## config.mk

```make
export PLATFORM = sky130hd
export DESIGN_NAME = wordcell_mem_ctrl
export DESIGN_NICKNAME = d
export VERILOG_FILES = /design/src/rtl/wordcell_mem_ctrl_pkg.sv /design/src/rtl/wordcell_mem_ctrl_rr_arbiter2.sv /design/src/rtl/wordcell_mem_ctrl.sv
export SDC_FILE = /design/constraint.sdc
export NUM_CORES = 1
export LEC_CHECK = 0
export BUFFER_PORTS_ARGS = -buffer_cell sky130_fd_sc_hd__clkbuf_2
export CORE_AREA = 2 2 85 71
export DETAILED_ROUTE_END_ITERATION = 10
export DIE_AREA = 0 0 87 73
export GPL_ROUTABILITY_DRIVEN = 0
export PLACE_DENSITY_LB_ADDON = 0.3
export REMOVE_ABC_BUFFERS = 1
export SYNTH_ARGS = -nofsm -noshare
export SYNTH_HDL_FRONTEND = slang
export SYNTH_SLANG_ARGS = --single-unit
```

## constraint.sdc

```tcl
create_clock -name clk -period 2.2 [get_ports clk]
set_input_delay 0.11 -clock clk [delete_from_list [all_inputs] [get_ports clk]]
set_output_delay 0.11 -clock clk [all_outputs]
set_load 0.1 [all_outputs]
```

## src/rtl/wordcell_mem_ctrl_pkg.sv

```systemverilog
// Shared types and defaults for the Wordcell RAM controller and its arbiter.
package wordcell_mem_ctrl_pkg;

    localparam int DEF_WIDTH = 8;
    localparam int DEF_DEPTH = 8;

    typedef enum logic [1:0] {
        S_IDLE    = 2'd0,
        S_SETUP   = 2'd1,
        S_ACCESS  = 2'd2,
        S_RECOVER = 2'd3
    } state_t;

    typedef enum logic {
        REQ_A = 1'b0,
        REQ_B = 1'b1
    } grant_t;

endpackage

```

## src/rtl/wordcell_mem_ctrl_rr_arbiter2.sv

```systemverilog
// Two-requester round-robin arbiter; the last-grant pointer advances only when en pulses.
module rr_arbiter2
    import wordcell_mem_ctrl_pkg::*;
(
    input  logic   clk,
    input  logic   rst,
    input  logic   req_a,
    input  logic   req_b,
    input  logic   en,
    input  grant_t done_id,
    output logic   gnt_a,
    output logic   gnt_b
);

    grant_t last;

    // Reset to "B last" so A wins the first tie.
    always_ff @(posedge clk) begin
        if (rst)
            last <= REQ_B;
        else if (en)
            last <= done_id;
    end

    always_comb begin
        gnt_a = req_a & (~req_b | (last == REQ_B));
        gnt_b = req_b & ~gnt_a;
    end

endmodule

```

## src/rtl/wordcell_mem_ctrl.sv

```systemverilog
// Sequences a Wordcell row array for two round-robin requesters with bus-before-select timing.
module wordcell_mem_ctrl
    import wordcell_mem_ctrl_pkg::*;
#(
    parameter int WIDTH         = DEF_WIDTH,
    parameter int DEPTH         = DEF_DEPTH,
    parameter int ACCESS_CYCLES = 1,
    localparam int AW           = (DEPTH > 1) ? $clog2(DEPTH) : 1
) (
    input  logic             clk,
    input  logic             rst,
    input  logic             a_req,
    input  logic             a_we,
    input  logic [AW-1:0]    a_addr,
    input  logic [WIDTH-1:0] a_wdata,
    output logic             a_ack,
    output logic [WIDTH-1:0] a_rdata,
    input  logic             b_req,
    input  logic             b_we,
    input  logic [AW-1:0]    b_addr,
    input  logic [WIDTH-1:0] b_wdata,
    output logic             b_ack,
    output logic [WIDTH-1:0] b_rdata,
    output logic [DEPTH-1:0] word_sel,
    output logic             arr_rw,
    output logic [WIDTH-1:0] arr_in,
    input  logic [WIDTH-1:0] arr_out,
    output logic             busy
);

    state_t           state;
    grant_t           cur;
    logic             we_q;
    logic [AW-1:0]    addr_q;
    logic [3:0]       cnt;
    logic             gnt_a, gnt_b;
    logic             g_we;
    logic [AW-1:0]    g_addr;
    logic [WIDTH-1:0] g_wdata;
    logic [DEPTH-1:0] sel_dec;

    rr_arbiter2 u_arb (
        .clk     (clk),
        .rst     (rst),
        .req_a   (a_req),
        .req_b   (b_req),
        .en      (state == S_RECOVER),
        .done_id (cur),
        .gnt_a   (gnt_a),
        .gnt_b   (gnt_b)
    );

    always_comb begin
        g_we    = gnt_b ? b_we    : a_we;
        g_addr  = gnt_b ? b_addr  : a_addr;
        g_wdata = gnt_b ? b_wdata : a_wdata;
    end

    // Out-of-range addresses decode to no row at all.
    always_comb begin
        sel_dec = '0;
        for (int i = 0; i < DEPTH; i++)
            if (addr_q == AW'(i))
                sel_dec[i] = 1'b1;
    end

    always_ff @(posedge clk) begin
        if (rst) begin
            state    <= S_IDLE;
            cur      <= REQ_A;
            we_q     <= 1'b0;
            addr_q   <= '0;
            cnt      <= '0;
            word_sel <= '0;
            arr_rw   <= 1'b0;
            arr_in   <= '0;
            a_ack    <= 1'b0;
            b_ack    <= 1'b0;
            a_rdata  <= '0;
            b_rdata  <= '0;
            busy     <= 1'b0;
        end else begin
            a_ack <= 1'b0;
            b_ack <= 1'b0;
            case (state)
                S_IDLE: begin
                    if (gnt_a || gnt_b) begin
                        cur    <= gnt_b ? REQ_B : REQ_A;
                        we_q   <= g_we;
                        addr_q <= g_addr;
                        arr_rw <= g_we;
                        arr_in <= g_we ? g_wdata : '0;
                        busy   <= 1'b1;
                        state  <= S_SETUP;
                    end
                end
                S_SETUP: begin
                    word_sel <= sel_dec;
                    cnt      <= 4'(ACCESS_CYCLES - 1);
                    state    <= S_ACCESS;
                end
                S_ACCESS: begin
                    if (cnt == '0) begin
                        word_sel <= '0;
                        state    <= S_RECOVER;
                        if (cur == REQ_A) a_ack <= 1'b1;
                        else              b_ack <= 1'b1;
                        if (!we_q) begin
                            if (cur == REQ_A) a_rdata <= (|sel_dec) ? arr_out : '0;
                            else              b_rdata <= (|sel_dec) ? arr_out : '0;
                        end
                    end else begin
                        cnt <= cnt - 4'd1;
                    end
                end
                S_RECOVER: begin
                    arr_rw <= 1'b0;
                    arr_in <= '0;
                    busy   <= 1'b0;
                    state  <= S_IDLE;
                end
                default: state <= S_IDLE;
            endcase
        end
    end

endmodule

```

==> results.sh, run 1 <==
export IMPL_fin_crit_sh_pct=83.4
export IMPL_synth_top_area_cell="dfxtp_1"
export IMPL_worstPathRequired_ps=2360
export IMPL_tightest_slew_ps=969
export IMPL_p_comb_share_pct=48.3
export IMPL_post_drt_via_cell_ratio=4.89
export IMPL_post_cts_buffers=0
export IMPL_setup_viol=0
export IMPL_cts_root_buf="clkbuf_8"
export IMPL_drtPass1Iterations=4
export IMPL_ios=72
export IMPL_async_reset_ff_share_pct=0
export IMPL_worst_clock_skew_ps=4.56
export IMPL_min_period_ps=1830
export IMPL_drt_iter0_drc=66
export IMPL_cp_arrival_ps=1990
export IMPL_nets=323
export IMPL_ant_nets=0
export IMPL_vias=1708
export IMPL_maxSlewViolCount=0
export IMPL_path_cells="inv_1 > ha_1 > and3b_1 > a32oi_2 > a2bb2oi_1 > nor2_1"
export IMPL_status="completed"
export IMPL_drive_above_1_share_pct=31.9
export IMPL_dieArea_um2=6350
export IMPL_ys_seq_elements=48
export IMPL_synthTopCellsByCount="dfxtp_1, nor2_1, mux2i_1"
export IMPL_synth_distinct_cells=40
export IMPL_slowest_delay_ps=440
export IMPL_cts_buffers=5
export IMPL_diodes=0
export IMPL_dpl_instance_area_um2=2510
export IMPL_crit_type="reg2reg"
export IMPL_grt_max_degree=49
export IMPL_synth_flop_cell="dfxtp_1"
export IMPL_pwr_share_seq_pct=34.6
export IMPL_power_internal_uw=1690
export IMPL_coreArea_um2=5600
export IMPL_slew_limit_headroom_pct=35.4
export IMPL_setup_ws_ps=365
export IMPL_clock_sinks=48
export IMPL_ctsResizeCount=0
export IMPL_power_density_nw_per_um2=1250
export IMPL_crit_fanout=9
export IMPL_initial_core_util_pct=37.7
export IMPL_slowest_stage="a32oi_2"
export IMPL_place_ws_ps=365
export IMPL_num_rows=25
export IMPL_rsz0062_at_grt="false"
export IMPL_hold_slack_ps=56.0
export IMPL_synth_top_area_share_pct=45.5
export IMPL_grt_overflow=0
export IMPL_grt_pass1_vias=1520
export IMPL_insertion_delay_ps=300
export IMPL_hp_class="in2reg"
export IMPL_stdcell_area_um2=2610
export IMPL_ys_top_cells_by_area="dfxtp_1, mux2i_1, nor2_1"
export IMPL_setup_tns_ps=0
export IMPL_synth_cells=211
export IMPL_drc=0
export IMPL_antenna_found_initial=0
export IMPL_tritoncts="done"
export IMPL_fmax_mhz=545
export IMPL_synthesis_area_um2=2110
export IMPL_synth_warning_count=0
export IMPL_maxCapViolCount=0
export IMPL_die_width_um=87
export IMPL_wire_per_inst_um=12.8
export IMPL_p_leak_uw=0.00121
export IMPL_clk_pin_slew_ps=90
export IMPL_avgSynthCellArea_um2=10.0
export IMPL_yosysMostFrequentCell="dfxtp_1"
export IMPL_numPortBuffers=71
export IMPL_synth_edf_count=0
export IMPL_p_sw_share_pct=48.3
export IMPL_htree_num_levels=2
export IMPL_yosysSeqAreaShare_pct=45.5
export IMPL_grt_pass1_wl_mm=7.02
export IMPL_grt_util_all_layers_pct=14.2
export IMPL_hold_buffers=0
export IMPL_hold_violations=0
export IMPL_dp_hpwl_mm=3.21
export IMPL_start_kind="register"
export IMPL_vdd_ir_drop_max_uv=361
export IMPL_power_share_clock_pct=17.1
export IMPL_endpoint_kind="register"
export IMPL_finish_utilization_pct=46.6
export IMPL_cts_buffer_depth=2
export IMPL_fp_dieH_um=73
export IMPL_fillers=554
export IMPL_drt_wl_total_mm=4.46
export IMPL_p_sw_uw=1570
export IMPL_syn_to_final_growth_pct=23.4
kinds of logic (layout without fill, tap and decap cells):
family,Yosys count,after routing,share of synthesized area (%)
simple gates,81,81,20.9
flops,48,48,45.5
compound gates,30,30,12.0
mux,30,30,14.2
buf+inv,15,86,3.49
fa+ha+maj,6,6,3.55
xor+xnor,1,1,0.415
critical path, delay by kind of cell, from the launching register on:
kind            cells  cell delay, ps
compound gates      2             670
flops               1             380
fa+ha+maj           1             290
simple gates        2             270
buf+inv             1              80
routing by layer:
layer  up-vias  global-route usage (%)  routed length, µm
li1        880                       -                  -
met1       764                    19.7               2270
met2        58                    21.2               1860
met3         6                    3.62                280
met4         0                    5.21                 61
met5         -                       0                  0
cells in the final DEF, fill, tap and decap left out, types with 2 or more instances in the layout:
cell | synthesis | layout
buf_4 | 0 | 2
a211oi_1 | 4 | 4
inv_1 | 5 | 5
nand2b_1 | 4 | 4
nand2_1 | 6 | 6
clkbuf_2 | 0 | 71
mux2i_1 | 30 | 30
a32oi_1 | 3 | 3
dfxtp_1 | 48 | 48
a2bb2oi_1 | 8 | 8
clkbuf_8 | 0 | 6
ha_1 | 6 | 6
a21oi_1 | 4 | 4
or3b_1 | 2 | 2
and3b_1 | 2 | 2
nor2b_1 | 4 | 4
a22oi_1 | 3 | 3
nor3_1 | 4 | 4
a31oi_1 | 2 | 2
nor2_1 | 46 | 46
final timing paths:
path / depth (start not counted) / from / slack (ps) / endpoint
worst min-delay path: 3 / arr_out[4] / 60 / b_rdata[4]
worst max register to register: 6 / state[0] / 370 / arr_in[2]
worst max-delay path: 6 / state[0] / 370 / arr_in[2]
worst min register to register: 2 / word_sel[5] / 460 / word_sel[5]
registers in the layout, summed over array words and instances, names as in the netlist:
signal / count
a_ack: 1
cur: 1
word_sel: 8
cnt: 4
b_rdata: 8
arr_rw: 1
b_ack: 1
state: 2
arr_in: 8
busy: 1
a_rdata: 8
u_arb.last: 1
addr_q: 3
we_q: 1
metrics by stage:
stage | power (µW) | std cells
6_report | 3260 | 349
5_1_grt | 3440 | 349
4_1_cts | 3300 | 349
3_5_place_dp | 2730 | 341
3_3_place_gp | 2700 | 341
2_1_floorplan | 2400 | 201
power by group through the flow:
stage / combinational [µW] / sequential, µW / clock [µW]
after floorplan: 640 / 1760 / 0
after global placement: 1560 / 1150 / 0
after detailed placement: 1580 / 1150 / 0
after CTS: 1580 / 1130 / 581
after global routing: 1680 / 1150 / 609
final: 1570 / 1130 / 558
cell type report:
class,count,area [µm²],share of cell area (%)
inverter,5,18.8,0.719
clock buffer,6,82.6,3.17
multi-input combinational,148,1080,41.3
sequential,48,961,36.8
tap,67,83.8,3.21
timing repair buffer,73,370,14.2
clock inverter,2,13.8,0.528
Power figures use the tool's default switching activity.
==> run 2, diff against run 1 <==
- clock period: 2.2 -> 1.71 ns (I/O delays scaled with it)
==> run 2 against run 1 <==
Final area up 3.8%; non-clock buffer count up 9; clock skew down 2.2 ps; hold slack worse by 28 ps; flip-flop and latch count unchanged; sequential power up 28%; clock power up 28%; sequential share of layout area down 1.3 points; combinational power up 37%; global-route usage up 0.91 points; utilization up 1.8 points; largest power group unchanged; setup slack worse by 260 ps.
==> results.sh, run 2 (same netlist as run 1, synthesis figures left out) <==
export IMPL_total_power_uw=4320
export IMPL_drive_above_1_share_pct=35.1
export IMPL_grt_use_met3_pct=4.07
export IMPL_rr_endpoint="state[1]"
export IMPL_maxCapViolCount=0
export IMPL_hold_slack_ps=28.0
export IMPL_ant_nets=0
export IMPL_cts_buffers=5
export IMPL_post_cts_buffers=0
export IMPL_post_drt_via_cell_ratio=4.86
export IMPL_tritoncts="done"
export IMPL_drtPass1Iterations=4
export IMPL_dieArea_um2=6350
export IMPL_cts_buffer_depth=2
export IMPL_slowest_delay_ps=390
export IMPL_initial_core_util_pct=37.7
export IMPL_fin_crit_sh_pct=93.7
export IMPL_crit_buf_inv=1
export IMPL_grt_busiest_layer="met2"
export IMPL_num_rows=25
export IMPL_crit_fanout=4
export IMPL_ctsResizeCount=0
export IMPL_min_period_ps=1600
export IMPL_hold_buffers=0
export IMPL_path_delay_family="simple AND/OR/NAND/NOR gates"
export IMPL_fillers=556
export IMPL_fmax_mhz=624
export IMPL_htree_num_levels=2
export IMPL_cp_arrival_ps=1800
export IMPL_vdd_ir_drop_max_uv=606
export IMPL_status="completed"
export IMPL_maxSlewViolCount=0
export IMPL_drt_iter0_drc=59
export IMPL_grtUsageMet1_pct=19.8
export IMPL_clk_pin_slew_ps=90
export IMPL_drt_wl_total_mm=4.65
export IMPL_slew_limit_headroom_pct=62.9
export IMPL_grt_util_all_layers_pct=15.1
export IMPL_nets=332
export IMPL_rsz0062_at_grt="false"
export IMPL_crit_type="reg2reg"
export IMPL_numPortBuffers=71
export IMPL_cts_root_buf="clkbuf_8"
export IMPL_grt_overflow=0
export IMPL_start_kind="register"
export IMPL_insertion_delay_ps=300
export IMPL_slowest_stage="or3b_4"
export IMPL_path_cells="inv_1 > ha_4 > or3b_4 > a21boi_2 > mux2i_1 > nor2_1"
export IMPL_endpoint_kind="register"
export IMPL_grt_pass1_wl_mm=7.53
export IMPL_holdPathStages=3
export IMPL_final_common_cell="clkbuf_2"
export IMPL_worstPathRequired_ps=1910
export IMPL_hold_path_end="b_rdata[4]"
export IMPL_coreArea_um2=5600
export IMPL_dp_hpwl_mm=3.42
export IMPL_wire_per_inst_um=13.0
export IMPL_grt_max_degree=26
export IMPL_clock_sinks=48
export IMPL_worst_clock_skew_ps=2.35
export IMPL_worstHoldStart="arr_out[4]"
export IMPL_syn_to_final_growth_pct=28.2
export IMPL_grt_pass1_vias=1675
export IMPL_antenna_found_initial=0
export IMPL_fp_dieH_um=73
export IMPL_ios=72
export IMPL_r2r_cells=6
export IMPL_die_width_um=87
export IMPL_setup_viol=0
export IMPL_hp_class="in2reg"
export IMPL_diodes=0
export IMPL_setup_tns_ps=0
export IMPL_tightest_slew_ps=560
export IMPL_vias=1739
export IMPL_timing_reg2reg_setup_slack_ps=110
export IMPL_r2r_start="cnt[0]"
export IMPL_met2_usage_pct=23.7
export IMPL_hold_violations=0
export IMPL_power_density_nw_per_um2=1590
export IMPL_p_leak_uw=0.00124
export IMPL_final_cell_mix="clkbuf_2, dfxtp_1, nor2_1, mux2i_1, buf_4"
export IMPL_drc=0
[run 2: final cells by class]
type | instances | area [µm²] | area share [%]
clock buffer | 7 | 86.3 | 3.19
clock inverter | 1 | 7.51 | 0.277
inverter | 5 | 18.8 | 0.693
multi-input combinational | 148 | 1100 | 40.5
sequential | 48 | 962 | 35.5
tap | 67 | 83.8 | 3.09
timing repair buffer | 82 | 454 | 16.8
[run 2: metrics by stage]
step / cells / cell area [µm²] / utilization, % / setup WS (ps)
detailed placement: 350 / 2590 / 46.3 / 0.413
CTS: 358 / 2690 / 48.0 / 1.78
global placement: 350 / 2590 / 46.3 / 89.7
floorplan: 201 / 2060 / - / 75.2
global route: 358 / 2710 / 48.4 / 8.64
finish: 358 / 2710 / 48.4 / 108
[run 2: how the worst max path moves through the flow]
stage / startpoint / end / slack, ps / cells after the start
2_1_floorplan: state[0] / a_rdata[0] / 80 / 6
3_3_place_gp: state[0] / b_rdata[5] / 90 / 6
3_5_place_dp: state[1] / b_rdata[5] / 0.4 / 5
4_1_cts: state[1] / b_rdata[5] / 2 / 5
5_1_grt: state[0] / a_rdata[2] / 9 / 7
6_report: cnt[0] / state[1] / 110 / 6
[run 2: where the power goes]
part / leakage (µW) / total [µW] / switching [µW] / internal, µW
combinational: 0.000809 / 2150 / 1520 / 633
sequential: 0.000391 / 1450 / 148 / 1300
clock: 0.0000445 / 712 / 382 / 329
total: 0.00124 / 4320 / 2050 / 2270
[run 2: worst register-to-register path, delay by kind of cell, from the launching register on]
family,cells,cell delay [ps]
AND/OR/NAND/NOR,2,460
adder cells (fa/ha/maj),1,190
flip-flops,1,320
multiplexers,1,200
AO/OA/AOI/OAI,1,170
buffers and inverters,1,160
[run 2: per-layer routing]
layer,up-vias,part of all wire (%)
li1,898,-
met4,0,1.6
met3,8,6.7
met1,781,48
met2,52,43
met5,-,0
